**config.mk**
```make
export PLATFORM = sky130hd
export DESIGN_NAME = ps2_mouse_rx_flat
export DESIGN_NICKNAME = d
export VERILOG_FILES = /design/src/rtl/ps2_mouse_pkg.sv /design/src/rtl/ps2_mouse_rx_if.sv /design/src/rtl/ps2_frame_rx.sv /design/src/rtl/ps2_mouse_rx.sv /design/src/flat_wrapper.sv
export SDC_FILE = /design/constraint.sdc
export NUM_CORES = 1
export LEC_CHECK = 0
export BUFFER_PORTS_ARGS = -buffer_cell sky130_fd_sc_hd__buf_2
export CAP_MARGIN = 20
export CELL_PAD_IN_SITES_DETAIL_PLACEMENT = 0
export CELL_PAD_IN_SITES_GLOBAL_PLACEMENT = 1
export CORE_UTILIZATION = 51
export DETAILED_ROUTE_END_ITERATION = 10
export PLACE_DENSITY_LB_ADDON = 0.1
export SYNTH_ARGS = -nofsm -noshare
export SYNTH_HDL_FRONTEND = slang
export SYNTH_HIERARCHICAL = 1
export SYNTH_SLANG_ARGS = --single-unit
```
**constraint.sdc**
```tcl
create_clock -name clk -period 5.75 [get_ports clk]
set_input_delay 0.575 -clock clk [delete_from_list [all_inputs] [get_ports clk]]
set_output_delay 0.575 -clock clk [all_outputs]
set_load 0.01 [all_outputs]
```
**src/rtl/ps2_mouse_pkg.sv**
```systemverilog
// Shared types and constants for the PS/2 mouse receiver: frame FSM states
// and the bit layout of the packet's first (status) byte.
package ps2_mouse_pkg;

    typedef enum logic [1:0] {
        ST_IDLE,
        ST_DATA,
        ST_PARITY,
        ST_STOP
    } frame_state_t;

    localparam int FRAME_BITS = 11;

    localparam int BTN_L = 0;
    localparam int BTN_R = 1;
    localparam int BTN_M = 2;
    localparam int SYNC  = 3;
    localparam int XS    = 4;
    localparam int YS    = 5;
    localparam int XO    = 6;
    localparam int YO    = 7;

endpackage

```
**src/rtl/ps2_mouse_rx_if.sv**
```systemverilog
// Decoded mouse packet bus: packet fields, cursor position, direction flags
// and error pulses, driven by the receiver and consumed by cursor/LED logic.
interface ps2_mouse_rx_if #(
    parameter int POS_W = 10
);
    logic               pkt_valid;
    logic [2:0]         buttons;
    logic signed [8:0]  dx;
    logic signed [8:0]  dy;
    logic signed [3:0]  dz;
    logic               x_ovf;
    logic               y_ovf;
    logic [POS_W-1:0]   x_pos;
    logic [POS_W-1:0]   y_pos;
    logic               dir_left;
    logic               dir_right;
    logic               dir_up;
    logic               dir_down;
    logic               frame_err;
    logic               timeout_err;

    modport master (
        output pkt_valid, buttons, dx, dy, dz, x_ovf, y_ovf, x_pos, y_pos,
               dir_left, dir_right, dir_up, dir_down, frame_err, timeout_err
    );

    modport slave (
        input  pkt_valid, buttons, dx, dy, dz, x_ovf, y_ovf, x_pos, y_pos,
               dir_left, dir_right, dir_up, dir_down, frame_err, timeout_err
    );
endinterface

```
**src/rtl/ps2_frame_rx.sv**
```systemverilog
// PS/2 line front end: 2-FF synchronisers, ps2_clk glitch filter, falling-edge
// detect and the 11-bit frame FSM with odd-parity and stop-bit checks.
module ps2_frame_rx
    import ps2_mouse_pkg::*;
#(
    parameter int FILTER_LEN = 4
) (
    input  logic       clk,
    input  logic       reset,
    input  logic       enable,
    input  logic       abort,
    input  logic       ps2_clk,
    input  logic       ps2_data,
    output logic       byte_valid,
    output logic [7:0] rx_byte,
    output logic       frame_err,
    output logic       fe,
    output logic       busy
);

    localparam int CNT_W = (FILTER_LEN > 1) ? $clog2(FILTER_LEN) : 1;
    localparam logic [CNT_W-1:0] CNT_LAST = CNT_W'(FILTER_LEN - 1);

    logic             clk_s1, clk_s2, dat_s1, dat_s2;
    logic             clk_filt, dat_fe, fall;
    logic [CNT_W-1:0] flt_cnt;
    frame_state_t     state;
    logic [2:0]       bit_cnt;
    logic [7:0]       shreg;

    // A level change is accepted on the FILTER_LEN-th consecutive differing sample.
    assign fall = clk_filt && !clk_s2 && (flt_cnt == CNT_LAST);

    always_ff @(posedge clk or negedge reset) begin
        if (!reset) begin
            clk_s1   <= 1'b1;
            clk_s2   <= 1'b1;
            dat_s1   <= 1'b1;
            dat_s2   <= 1'b1;
            clk_filt <= 1'b1;
            flt_cnt  <= '0;
            fe       <= 1'b0;
            dat_fe   <= 1'b1;
        end else begin
            clk_s1 <= ps2_clk;
            clk_s2 <= clk_s1;
            dat_s1 <= ps2_data;
            dat_s2 <= dat_s1;
            if (clk_s2 == clk_filt) begin
                flt_cnt <= '0;
            end else if (flt_cnt == CNT_LAST) begin
                clk_filt <= clk_s2;
                flt_cnt  <= '0;
            end else begin
                flt_cnt <= flt_cnt + 1'b1;
            end
            fe     <= fall && enable;
            dat_fe <= dat_s2;
        end
    end

    always_ff @(posedge clk or negedge reset) begin
        if (!reset) begin
            state      <= ST_IDLE;
            bit_cnt    <= '0;
            byte_valid <= 1'b0;
            frame_err  <= 1'b0;
        end else begin
            byte_valid <= 1'b0;
            frame_err  <= 1'b0;
            if (!enable || abort) begin
                state   <= ST_IDLE;
                bit_cnt <= '0;
            end else if (fe) begin
                unique case (state)
                    ST_IDLE: begin
                        if (!dat_fe) begin
                            state   <= ST_DATA;
                            bit_cnt <= '0;
                        end else begin
                            frame_err <= 1'b1;
                        end
                    end
                    ST_DATA: begin
                        bit_cnt <= bit_cnt + 3'd1;
                        if (bit_cnt == 3'd7) state <= ST_PARITY;
                    end
                    ST_PARITY: begin
                        if (^{shreg, dat_fe}) begin
                            state <= ST_STOP;
                        end else begin
                            frame_err <= 1'b1;
                            state     <= ST_IDLE;
                        end
                    end
                    ST_STOP: begin
                        if (dat_fe) byte_valid <= 1'b1;
                        else        frame_err  <= 1'b1;
                        state <= ST_IDLE;
                    end
                    default: state <= ST_IDLE;
                endcase
            end
        end
    end

    always_ff @(posedge clk) begin
        if (enable && !abort && fe && state == ST_DATA)
            shreg <= {dat_fe, shreg[7:1]};
    end

    assign rx_byte = shreg;
    assign busy    = (state != ST_IDLE);

endmodule

```
**src/rtl/ps2_mouse_rx.sv**
```systemverilog
// PS/2 mouse receiver top: packet assembly with sync-bit resync, inactivity
// watchdog, field decode and a saturating cursor position.
module ps2_mouse_rx
    import ps2_mouse_pkg::*;
#(
    parameter int PKT_BYTES      = 3,
    parameter int FILTER_LEN     = 4,
    parameter int TIMEOUT_CYCLES = 100000,
    parameter int POS_W          = 10,
    parameter int X_MAX          = 639,
    parameter int Y_MAX          = 479,
    parameter int X_INIT         = 320,
    parameter int Y_INIT         = 240
) (
    input  logic           clk,
    input  logic           reset,
    input  logic           enable,
    input  logic           ps2_clk,
    input  logic           ps2_data,
    ps2_mouse_rx_if.master mouse
);

    localparam int SW   = POS_W + 2;
    localparam int WD_W = $clog2(TIMEOUT_CYCLES + 1);
    localparam logic [WD_W-1:0]      WD_LAST  = WD_W'(TIMEOUT_CYCLES - 1);
    localparam logic [1:0]           IDX_LAST = 2'(PKT_BYTES - 1);
    localparam logic signed [SW-1:0] X_HI     = SW'(X_MAX);
    localparam logic signed [SW-1:0] Y_HI     = SW'(Y_MAX);

    logic            byte_valid, frame_err, fe, busy, abort;
    logic [7:0]      rx_byte;
    logic [1:0]      idx;
    logic [WD_W-1:0] wd;
    logic            vld_p0;
    logic [7:0]      bytes_p0 [4];
    logic [7:0]      b0;
    logic signed [8:0]    dx_p0, dy_p0;
    logic signed [3:0]    dz_p0;
    logic signed [SW-1:0] x_sum, y_dif;

    function automatic logic [POS_W-1:0] clamp(input logic signed [SW-1:0] v,
                                               input logic signed [SW-1:0] hi);
        if (v < 0)       return '0;
        else if (v > hi) return hi[POS_W-1:0];
        else             return v[POS_W-1:0];
    endfunction

    ps2_frame_rx #(.FILTER_LEN(FILTER_LEN)) u_frame (
        .clk        (clk),
        .reset      (reset),
        .enable     (enable),
        .abort      (abort),
        .ps2_clk    (ps2_clk),
        .ps2_data   (ps2_data),
        .byte_valid (byte_valid),
        .rx_byte    (rx_byte),
        .frame_err  (frame_err),
        .fe         (fe),
        .busy       (busy)
    );

    assign mouse.frame_err = frame_err;

    // An edge in the same cycle as terminal count keeps the transfer alive.
    assign abort = enable && !fe && (busy || idx != 2'd0) && (wd == WD_LAST);

    always_ff @(posedge clk or negedge reset) begin
        if (!reset) begin
            idx               <= '0;
            wd                <= '0;
            vld_p0            <= 1'b0;
            mouse.timeout_err <= 1'b0;
        end else begin
            vld_p0            <= 1'b0;
            mouse.timeout_err <= abort;
            if (!enable) begin
                idx <= '0;
                wd  <= '0;
            end else begin
                if (fe || abort || !(busy || idx != 2'd0)) wd <= '0;
                else                                        wd <= wd + 1'b1;
                if (abort || frame_err) begin
                    idx <= '0;
                end else if (byte_valid && (idx != 2'd0 || rx_byte[SYNC])) begin
                    if (idx == IDX_LAST) begin
                        idx    <= '0;
                        vld_p0 <= 1'b1;
                    end else begin
                        idx <= idx + 2'd1;
                    end
                end
            end
        end
    end

    always_ff @(posedge clk) begin
        if (byte_valid && (idx != 2'd0 || rx_byte[SYNC]))
            bytes_p0[idx] <= rx_byte;
    end

    // Stage p0 -> p1: decode the assembled bytes and move the cursor.
    assign b0    = bytes_p0[0];
    assign dx_p0 = {b0[XS], bytes_p0[1]};
    assign dy_p0 = {b0[YS], bytes_p0[2]};
    assign dz_p0 = (PKT_BYTES == 4) ? bytes_p0[3][3:0] : 4'sd0;
    assign x_sum = $signed({2'b00, mouse.x_pos}) + {{(SW-9){dx_p0[8]}}, dx_p0};
    assign y_dif = $signed({2'b00, mouse.y_pos}) - {{(SW-9){dy_p0[8]}}, dy_p0};

    always_ff @(posedge clk or negedge reset) begin
        if (!reset) begin
            mouse.pkt_valid <= 1'b0;
            mouse.buttons   <= '0;
            mouse.dx        <= '0;
            mouse.dy        <= '0;
            mouse.dz        <= '0;
            mouse.x_ovf     <= 1'b0;
            mouse.y_ovf     <= 1'b0;
            mouse.x_pos     <= POS_W'(X_INIT);
            mouse.y_pos     <= POS_W'(Y_INIT);
            mouse.dir_left  <= 1'b0;
            mouse.dir_right <= 1'b0;
            mouse.dir_up    <= 1'b0;
            mouse.dir_down  <= 1'b0;
        end else begin
            mouse.pkt_valid <= 1'b0;
            if (vld_p0 && enable) begin
                mouse.pkt_valid <= 1'b1;
                mouse.buttons   <= {b0[BTN_M], b0[BTN_R], b0[BTN_L]};
                mouse.dx        <= dx_p0;
                mouse.dy        <= dy_p0;
                mouse.dz        <= dz_p0;
                mouse.x_ovf     <= b0[XO];
                mouse.y_ovf     <= b0[YO];
                if (!b0[XO]) mouse.x_pos <= clamp(x_sum, X_HI);
                if (!b0[YO]) mouse.y_pos <= clamp(y_dif, Y_HI);
                mouse.dir_right <= (dx_p0 > 0);
                mouse.dir_left  <= (dx_p0 < 0);
                mouse.dir_up    <= (dy_p0 > 0);
                mouse.dir_down  <= (dy_p0 < 0);
            end
        end
    end

endmodule

```
**src/flat_wrapper.sv**
```systemverilog
// flat-port wrapper written by rule: the top's interface ports become plain ports
module ps2_mouse_rx_flat import ps2_mouse_pkg::*;
#(
    parameter int PKT_BYTES      = 3,
    parameter int FILTER_LEN     = 4,
    parameter int TIMEOUT_CYCLES = 100000,
    parameter int POS_W          = 10,
    parameter int X_MAX          = 639,
    parameter int Y_MAX          = 479,
    parameter int X_INIT         = 320,
    parameter int Y_INIT         = 240
)
  (clk, reset, enable, ps2_clk, ps2_data, mouse_pkt_valid, mouse_buttons, mouse_dx, mouse_dy, mouse_dz, mouse_x_ovf, mouse_y_ovf, mouse_x_pos, mouse_y_pos, mouse_dir_left, mouse_dir_right, mouse_dir_up, mouse_dir_down, mouse_frame_err, mouse_timeout_err);
  ps2_mouse_rx_if #(.POS_W(POS_W)) mouse_i ();
  input  logic clk;
  input  logic reset;
  input  logic enable;
  input  logic ps2_clk;
  input  logic ps2_data;
  output wire logic [$bits(mouse_i.pkt_valid)-1:0] mouse_pkt_valid;
  output wire logic [$bits(mouse_i.buttons)-1:0] mouse_buttons;
  output wire logic [$bits(mouse_i.dx)-1:0] mouse_dx;
  output wire logic [$bits(mouse_i.dy)-1:0] mouse_dy;
  output wire logic [$bits(mouse_i.dz)-1:0] mouse_dz;
  output wire logic [$bits(mouse_i.x_ovf)-1:0] mouse_x_ovf;
  output wire logic [$bits(mouse_i.y_ovf)-1:0] mouse_y_ovf;
  output wire logic [$bits(mouse_i.x_pos)-1:0] mouse_x_pos;
  output wire logic [$bits(mouse_i.y_pos)-1:0] mouse_y_pos;
  output wire logic [$bits(mouse_i.dir_left)-1:0] mouse_dir_left;
  output wire logic [$bits(mouse_i.dir_right)-1:0] mouse_dir_right;
  output wire logic [$bits(mouse_i.dir_up)-1:0] mouse_dir_up;
  output wire logic [$bits(mouse_i.dir_down)-1:0] mouse_dir_down;
  output wire logic [$bits(mouse_i.frame_err)-1:0] mouse_frame_err;
  output wire logic [$bits(mouse_i.timeout_err)-1:0] mouse_timeout_err;
  assign mouse_pkt_valid = mouse_i.pkt_valid;
  assign mouse_buttons = mouse_i.buttons;
  assign mouse_dx = mouse_i.dx;
  assign mouse_dy = mouse_i.dy;
  assign mouse_dz = mouse_i.dz;
  assign mouse_x_ovf = mouse_i.x_ovf;
  assign mouse_y_ovf = mouse_i.y_ovf;
  assign mouse_x_pos = mouse_i.x_pos;
  assign mouse_y_pos = mouse_i.y_pos;
  assign mouse_dir_left = mouse_i.dir_left;
  assign mouse_dir_right = mouse_i.dir_right;
  assign mouse_dir_up = mouse_i.dir_up;
  assign mouse_dir_down = mouse_i.dir_down;
  assign mouse_frame_err = mouse_i.frame_err;
  assign mouse_timeout_err = mouse_i.timeout_err;
  ps2_mouse_rx #(.PKT_BYTES(PKT_BYTES), .FILTER_LEN(FILTER_LEN), .TIMEOUT_CYCLES(TIMEOUT_CYCLES), .POS_W(POS_W), .X_MAX(X_MAX), .Y_MAX(Y_MAX), .X_INIT(X_INIT), .Y_INIT(Y_INIT)) u_core (.clk(clk), .reset(reset), .enable(enable), .ps2_clk(ps2_clk), .ps2_data(ps2_data), .mouse(mouse_i));
endmodule
```
==> flow_summary.ini, run 1 <==
[detailed_routing]
first_iter_violations = 152
wl_per_cell_um = 15.7
avgViaCountPerCell = 5.50
drcViolationCount = 0
first_pass_iters = 5
vias = 3891
wl_um = 11100
ant_nets = 0

[clocking]
cts_tree = yes
clk_path_buf_depth = 2
cts.repair.resized = 0
cts_setup_buffers = 0
clkTransAtPathRegs_ns = 0.05
root_buffer = clkbuf_8
clock-sinks = 114
ctsHtreeMaxLevel = 4
cts_buffers = 17
clk_latency_ns = 0.49

[sta]
fmax_mhz = 351
period_share_pct = 49.5
maxSlewHeadroom_pct = 49.2
finalHoldViolCount = 0
rsz0062_at_grt = false
setup_viol = 0
tightest_slew_ns = 0.757
setup_tns_ns = 0
slew_viol_final = 0
period_needed_ns = 2.85
finClkSkew_ns = 0.00758

[yosys]
ys_async_sr_fraction_pct = 72.8
ys_warn_count = 6
synth_area_mm2 = 0.00559
synth_cells = 489
synth_seq_area_share_pct = 54.1
synth-edff-count = 31
avgSynthCellArea_um2 = 11.4
ys_seq_elements = 114
ys.flop_type = dfrtp_1
yosysUniqueCellTypes = 68

[power_and_ir_drop]
p_per_area_mw_per_mm2 = 282
leakage_nw = 3.11
ir_drop_v = 0.000176

[grt]
grt_use_met2_pct = 33.5
grt_pass1_wl_um = 18400
grt_antenna_before_repair = 0
grt_pass1_vias = 3836
met1_usage_pct = 28.2
met3_usage_pct = 4.98
grt.overflow.total = 0
top_usage_layer = met2
grt_max_degree = 84
grt_util_all_layers_pct = 21.0

[die]
die_x_um = 107
rows = 37
io_pins = 59
die_y_um = 107
dieArea_mm2 = 0.0114
core_area_mm2 = 0.0105
initial_core_util_pct = 53.4

[placement]
place_congestion = 0.888
dp_hpwl_um = 7910
place_inst = 671
place_area_mm2 = 0.00599
portBuffers = 54

[setup_path]
cp-start-kind = flip-flop
cp-startpoint = u_core/bytes_p0[1][0]
r2r_end = u_core/mouse.x_pos[0]
path_max_fanout = 7
crit_end = u_core/mouse.x_pos[0]
critPathMaxStageDelay_ns = 0.52
worstRegToRegCells = 10
cpMostUsedCell = o22ai_1
critPathRequiredTime_ns = 6.11
critPathArrivalTime_ns = 3.20
cp_slowest_cell = a221oi_2
regToRegSetupSlack_ns = 2.90
r2r-start = u_core/bytes_p0[1][0]
crit_chain = ha_1, inv_1, fa_1, nand2b_1, a21oi_1, nor4_1, o22ai_1, nor2_1, a221oi_2, o22ai_1
crit_type = reg -> reg
endpoint_kind = flip-flop

[flow_run]
drv_cap = 0

[finish]
layout.cells.non_filler = 707
fin_area_mm2 = 0.00659
nNetsFinal = 592
synthToLayoutAreaGrowth_pct = 17.9
final_layout_size_suffix_gt1_share_pct = 22.4
antenna_cells = 0

[status]
status = finished, final reports clean

[hold_path]
min_path_type = in -> reg
power breakdown:
| group | internal (mW) | switching [mW] |
|---|---|---|
| Clock | 0.615 | 0.333 |
| Sequential | 0.848 | 0.00761 |
| Combinational | 0.0212 | 0.0326 |
| Total | 1.48 | 0.373 |
routing by layer:
| layer | part of all wire (%) | wire length (um) |
|---|---|---|
| met1 | 48 | 5360 |
| met2 | 48 | 5380 |
| met3 | 2.9 | 328 |
| met4 | 0.55 | 61 |
| met5 | 0 | 0 |
what timing repair did:
action,CTS,global route
hold buffers,0,1
setup endpoints to repair,0,0
endpoints found under the hold margin,0,9
cell usage after synthesis, drive strengths merged (3+ instances only):
library cell	n	area, um^2
a21o	9	67.6
nand2b	9	56.3
dfrtp	71	1780
inv	27	101
nor2b	4	25.0
o21ai	21	109
mux2	15	169
nand3b	5	41.3
nor4b	3	26.3
a21oi	23	130
o211ai	5	37.5
nor4	7	43.8
a22oi	9	67.6
nor2	39	146
a211oi	5	37.5
nand2	37	139
dfstp	12	315
xnor2	15	131
a221oi	3	38.8
o22ai	11	68.8
clkbuf	7	26.3
xor2	15	131
edfxtp	31	931
nand3	6	30.0
and3	9	57.6
nand4	4	25.0
buf	6	45.0
ha	27	338
nor3	10	50.1
kinds of logic after synthesis:
family / Yosys count / share of synthesized area (%)
flip-flops: 114 / 54.1
other: 1 / 0.0671
buffers and inverters: 41 / 3.16
AO/OA/AOI/OAI: 109 / 13.9
adder cells (fa/ha/maj): 29 / 6.76
XOR/XNOR: 32 / 5.55
AND/OR/NAND/NOR: 147 / 13.3
multiplexers: 16 / 3.20
sequential cells by signal (all words and copies together), names as in the netlist, 2 cells and up:
register                count
u_core/mouse.y_pos         10
u_core/mouse.dx             9
u_core/wd                  17
u_core/bytes_p0            23
u_core/idx                  2
u_core/mouse.dy             9
u_core/u_frame/state        2
u_core/mouse.x_pos         10
u_core/u_frame/bit_cnt      3
u_core/mouse.buttons        3
u_core/u_frame/rx_byte      8
u_core/u_frame/flt_cnt      2
metrics by stage:
step                utilization (%)  setup WS [ns]  power, mW  hold WS, ns
CTS                            62.5           2.97       1.88        0.157
detailed placement             57.3           2.95      0.922        0.348
global route                   63.0           2.66       1.93        0.152
global placement               57.2           3.06      0.919        0.347
finish                         63.0           2.90       1.86        0.187
floorplan                         -           3.24      0.899        0.279
critical path, delay by kind of cell, from the launching register on:
family / cells / cell delay [ns]
buf+inv: 1 / 0.07
flops: 1 / 0.37
simple gates: 3 / 0.39
compound gates: 4 / 1.29
fa+ha+maj: 2 / 0.58
final cells by class:
type / count / area (um^2)
fill: 885 / 3870
sequential: 114 / 3020
multi-input combinational: 337 / 2410
clock buffer: 26 / 488
timing repair buffer: 60 / 340
tap: 136 / 170
inverter: 28 / 105
clock inverter: 6 / 56.3
cells in the final DEF, fill, tap and decap left out, types with 4 or more instances in the layout:
cell type,Yosys,final
and3_1,8,8
a22oi_1,9,9
o211ai_1,5,5
nand3_1,6,6
clkbuf_8,0,5
ha_1,27,27
nand2_1,37,37
nand4_1,4,4
buf_4,6,4
dfstp_2,12,12
xnor2_1,15,15
clkinv_2,0,4
dfrtp_1,71,71
a211oi_1,5,5
clkbuf_1,7,5
xor2_1,15,15
nor2_1,39,39
conb_1,1,4
mux2_2,15,15
nand3b_1,4,4
nor3_1,10,10
inv_1,27,27
nor4_1,7,7
buf_2,0,53
clkbuf_16,0,16
a21oi_1,21,21
o21ai_0,18,18
nand2b_1,9,9
nor2b_1,4,4
edfxtp_1,31,31
o22ai_1,11,11
a21o_1,9,9
how the worst min path moves through the flow:
| stage | startpoint | end | slack [ns] | cells after the start |
|---|---|---|---|---|
| 5_1_grt | ps2_data | u_core/u_frame/dat_s1 | 0.15 | 1 |
| 2_1_floorplan | reset | u_core/idx[0] | 0.28 | 0 |
| 3_3_place_gp | u_core/u_frame/dat_s2 | u_core/u_frame/dat_fe | 0.35 | 0 |
| 4_1_cts | ps2_data | u_core/u_frame/dat_s1 | 0.16 | 1 |
| 6_report | ps2_data | u_core/u_frame/dat_s1 | 0.19 | 1 |
| 3_5_place_dp | u_core/u_frame/dat_s2 | u_core/u_frame/dat_fe | 0.35 | 0 |
No activity file was read; power rests on OpenSTA's default activity.
==> run 2, diff against run 1 <==
--- a/config.mk
+++ b/config.mk
@@ -9,7 +9,7 @@
 export CAP_MARGIN = 20
 export CELL_PAD_IN_SITES_DETAIL_PLACEMENT = 0
 export CELL_PAD_IN_SITES_GLOBAL_PLACEMENT = 1
-export CORE_UTILIZATION = 51
+export CORE_UTILIZATION = 47
 export DETAILED_ROUTE_END_ITERATION = 10
 export PLACE_DENSITY_LB_ADDON = 0.1
 export SYNTH_ARGS = -nofsm -noshare
==> constraint.sdc (replaced) <==
create_clock -name clk -period 2.79 [get_ports clk]
set_input_delay 0.279 -clock clk [delete_from_list [all_inputs] [get_ports clk]]
set_output_delay 0.279 -clock clk [all_outputs]
set_load 0.01 [all_outputs]
==> run 2 against run 1 <==
Net effect:
- the flow now finishes with violations (DRC)
- wire length grew 7.3%
- critical path depth rose by 2
- sequential power rose by 110%
- largest power group unchanged
- critical endpoint is now u_core/mouse.y_pos[5]
- setup slack worse by 2.8 ns
==> flow_summary.ini, run 2 (synthesis results as in run 1) <==
[status]
status = complete, but fails checks
violations = DRC

[die]
rows = 39
core_area_mm2 = 0.0115
io_pins = 59
die_y_um = 111
initial_core_util_pct = 48.5
dieArea_mm2 = 0.0123
die_x_um = 111

[power_and_ir_drop]
ir_drop_v = 0.000665
p_per_area_mw_per_mm2 = 605
total_power_mw = 4.12
leakage_nw = 3.20

[setup_path]
path_max_fanout = 6
critPathMaxStageDelay_ns = 0.40
crit_chain = inv_1, ha_1, inv_1, fa_1, a21o_1, a221oi_4, o21bai_1, a21oi_2, xnor2_2, a311oi_4, buf_6, a32o_1
cpMostUsedCell = inv_1
critPathArrivalTime_ns = 3.00
crit_type = reg -> reg
critPathRequiredTime_ns = 3.14
endpoint_kind = flip-flop
cp-start-kind = flip-flop
cp_slowest_cell = fa_1

[sta]
fmax_mhz = 378
slew_viol_final = 0
finClkSkew_ns = 0.00591
period_share_pct = 94.8
finalHoldViolCount = 0
tightest_slew_ns = 0.811
fin_ws_ns = 0.145
setup_viol = 0
maxSlewHeadroom_pct = 45.7
period_needed_ns = 2.64

[hold_path]
min_path_type = in -> reg

[flow_run]
drv_cap = 0

[finish]
nNetsFinal = 602
top_register = u_core/bytes_p0
final_common_cell = dfrtp_1
top_regs = u_core/bytes_p0: 23 flops, u_core/wd: 17 flops
final_cell_mix = dfrtp_1 (71), buf_2 (53), nor2_1 (39)
fin_util_pct = 59.1
final_layout_size_suffix_gt1_share_pct = 25.5
synthToLayoutAreaGrowth_pct = 21.8
largest_reg_flops = 23
antenna_cells = 0

[grt]
grt_pass1_wl_um = 20500
grt_pass1_vias = 4100
grt.overflow.total = 0
grt_util_all_layers_pct = 21.4
grt_antenna_before_repair = 0
grt_max_degree = 47

[detailed_routing]
wl_um = 11900
first_iter_violations = 222
ant_nets = 0
avgViaCountPerCell = 5.48
drcViolationCount = 12
vias = 3965
wl_per_cell_um = 16.5
first_pass_iters = 7

[clocking]
root_buffer = clkbuf_16
cts_tree = yes
cts_buffers = 17
clock-sinks = 114
clk_path_buf_depth = 2
ctsHtreeMaxLevel = 4
clkTransAtPathRegs_ns = 0.05
clk_latency_ns = 0.41

[placement]
dp_slack_ns = 0.0666
place_congestion = 0.817
portBuffers = 54
dp_hpwl_um = 8430
[run 2: changes by cell type in the layout (fill, tap and decap cells not counted), sizes merged]
cell / before / now
buf: 58 / 67
clkinv: 5 / 10
inv: 28 / 27
clkinvlp: 0 / 2
clkbuf: 27 / 17
bufinv: 1 / 4
dlygate4sd3: 1 / 3
[run 2: stage by stage]
stage,hold slack (ns),TNS (ns),std cells,cell area (um^2)
4_1_cts,0.200,0,723,6740
5_1_grt,0.204,-0.119,724,6810
3_3_place_gp,0.284,0,688,6090
6_report,0.217,0,724,6810
2_1_floorplan,-0.0166,0,492,5600
3_5_place_dp,0.290,0,688,6090
[run 2: where the power goes]
part	leakage (nW)	internal, mW	switching, mW
clock network	0.295	1.48	0.760
registers	1.38	1.75	0.0159
logic	1.52	0.0453	0.0695
[run 2: cell type report]
type	instances	area, um^2
Clock buffer	17	425
Clock inverter	15	191
Fill cell	958	4710
Inverter	28	105
Multi-Input combinational cell	337	2470
Sequential cell	114	3020
Tap cell	143	179
Timing Repair Buffer	70	417
[run 2: path summary, 6_finish.rpt]
check                                        endpoint  slack, ns                  start  cells after the start
worst min-delay path                u_core/u_frame/fe       0.22                 enable                      2
worst max-delay path            u_core/mouse.y_pos[5]       0.15  u_core/mouse.y_pos[0]                     12
worst max register to register  u_core/mouse.y_pos[5]       0.15  u_core/mouse.y_pos[0]                     12
worst min register to register  u_core/u_frame/dat_fe       0.35  u_core/u_frame/dat_s2                      0
min in group asynchronous       u_core/mouse.x_pos[7]       0.39                  reset                      2
max in group asynchronous       u_core/u_frame/dat_fe       1.73                  reset                      3
[run 2: worst max-delay path: cells and delay by family, from the launching register on]
family / cells / cell delay (ns)
compound gates: 6 / 1.27
xor+xnor: 1 / 0.11
fa+ha+maj: 2 / 0.55
buf+inv: 3 / 0.27
flops: 1 / 0.39
[run 2: repair_timing]
item | in CTS | in global routing
hold endpoints to repair | 34 | 0
resized for setup | 0 | 12
hold buffers | 3 | 0
setup buffers | 0 | 1
endpoints found under the setup margin | 0 | 14
[run 2: layer usage]
metal | wire length, um | share of wire [%] | track usage (%)
met2 | 5750 | 48 | 33.8
met1 | 5620 | 47 | 28.3
met5 | 0 | 0 | 0
met4 | 136 | 1.1 | 7.30
met3 | 432 | 3.6 | 6.40
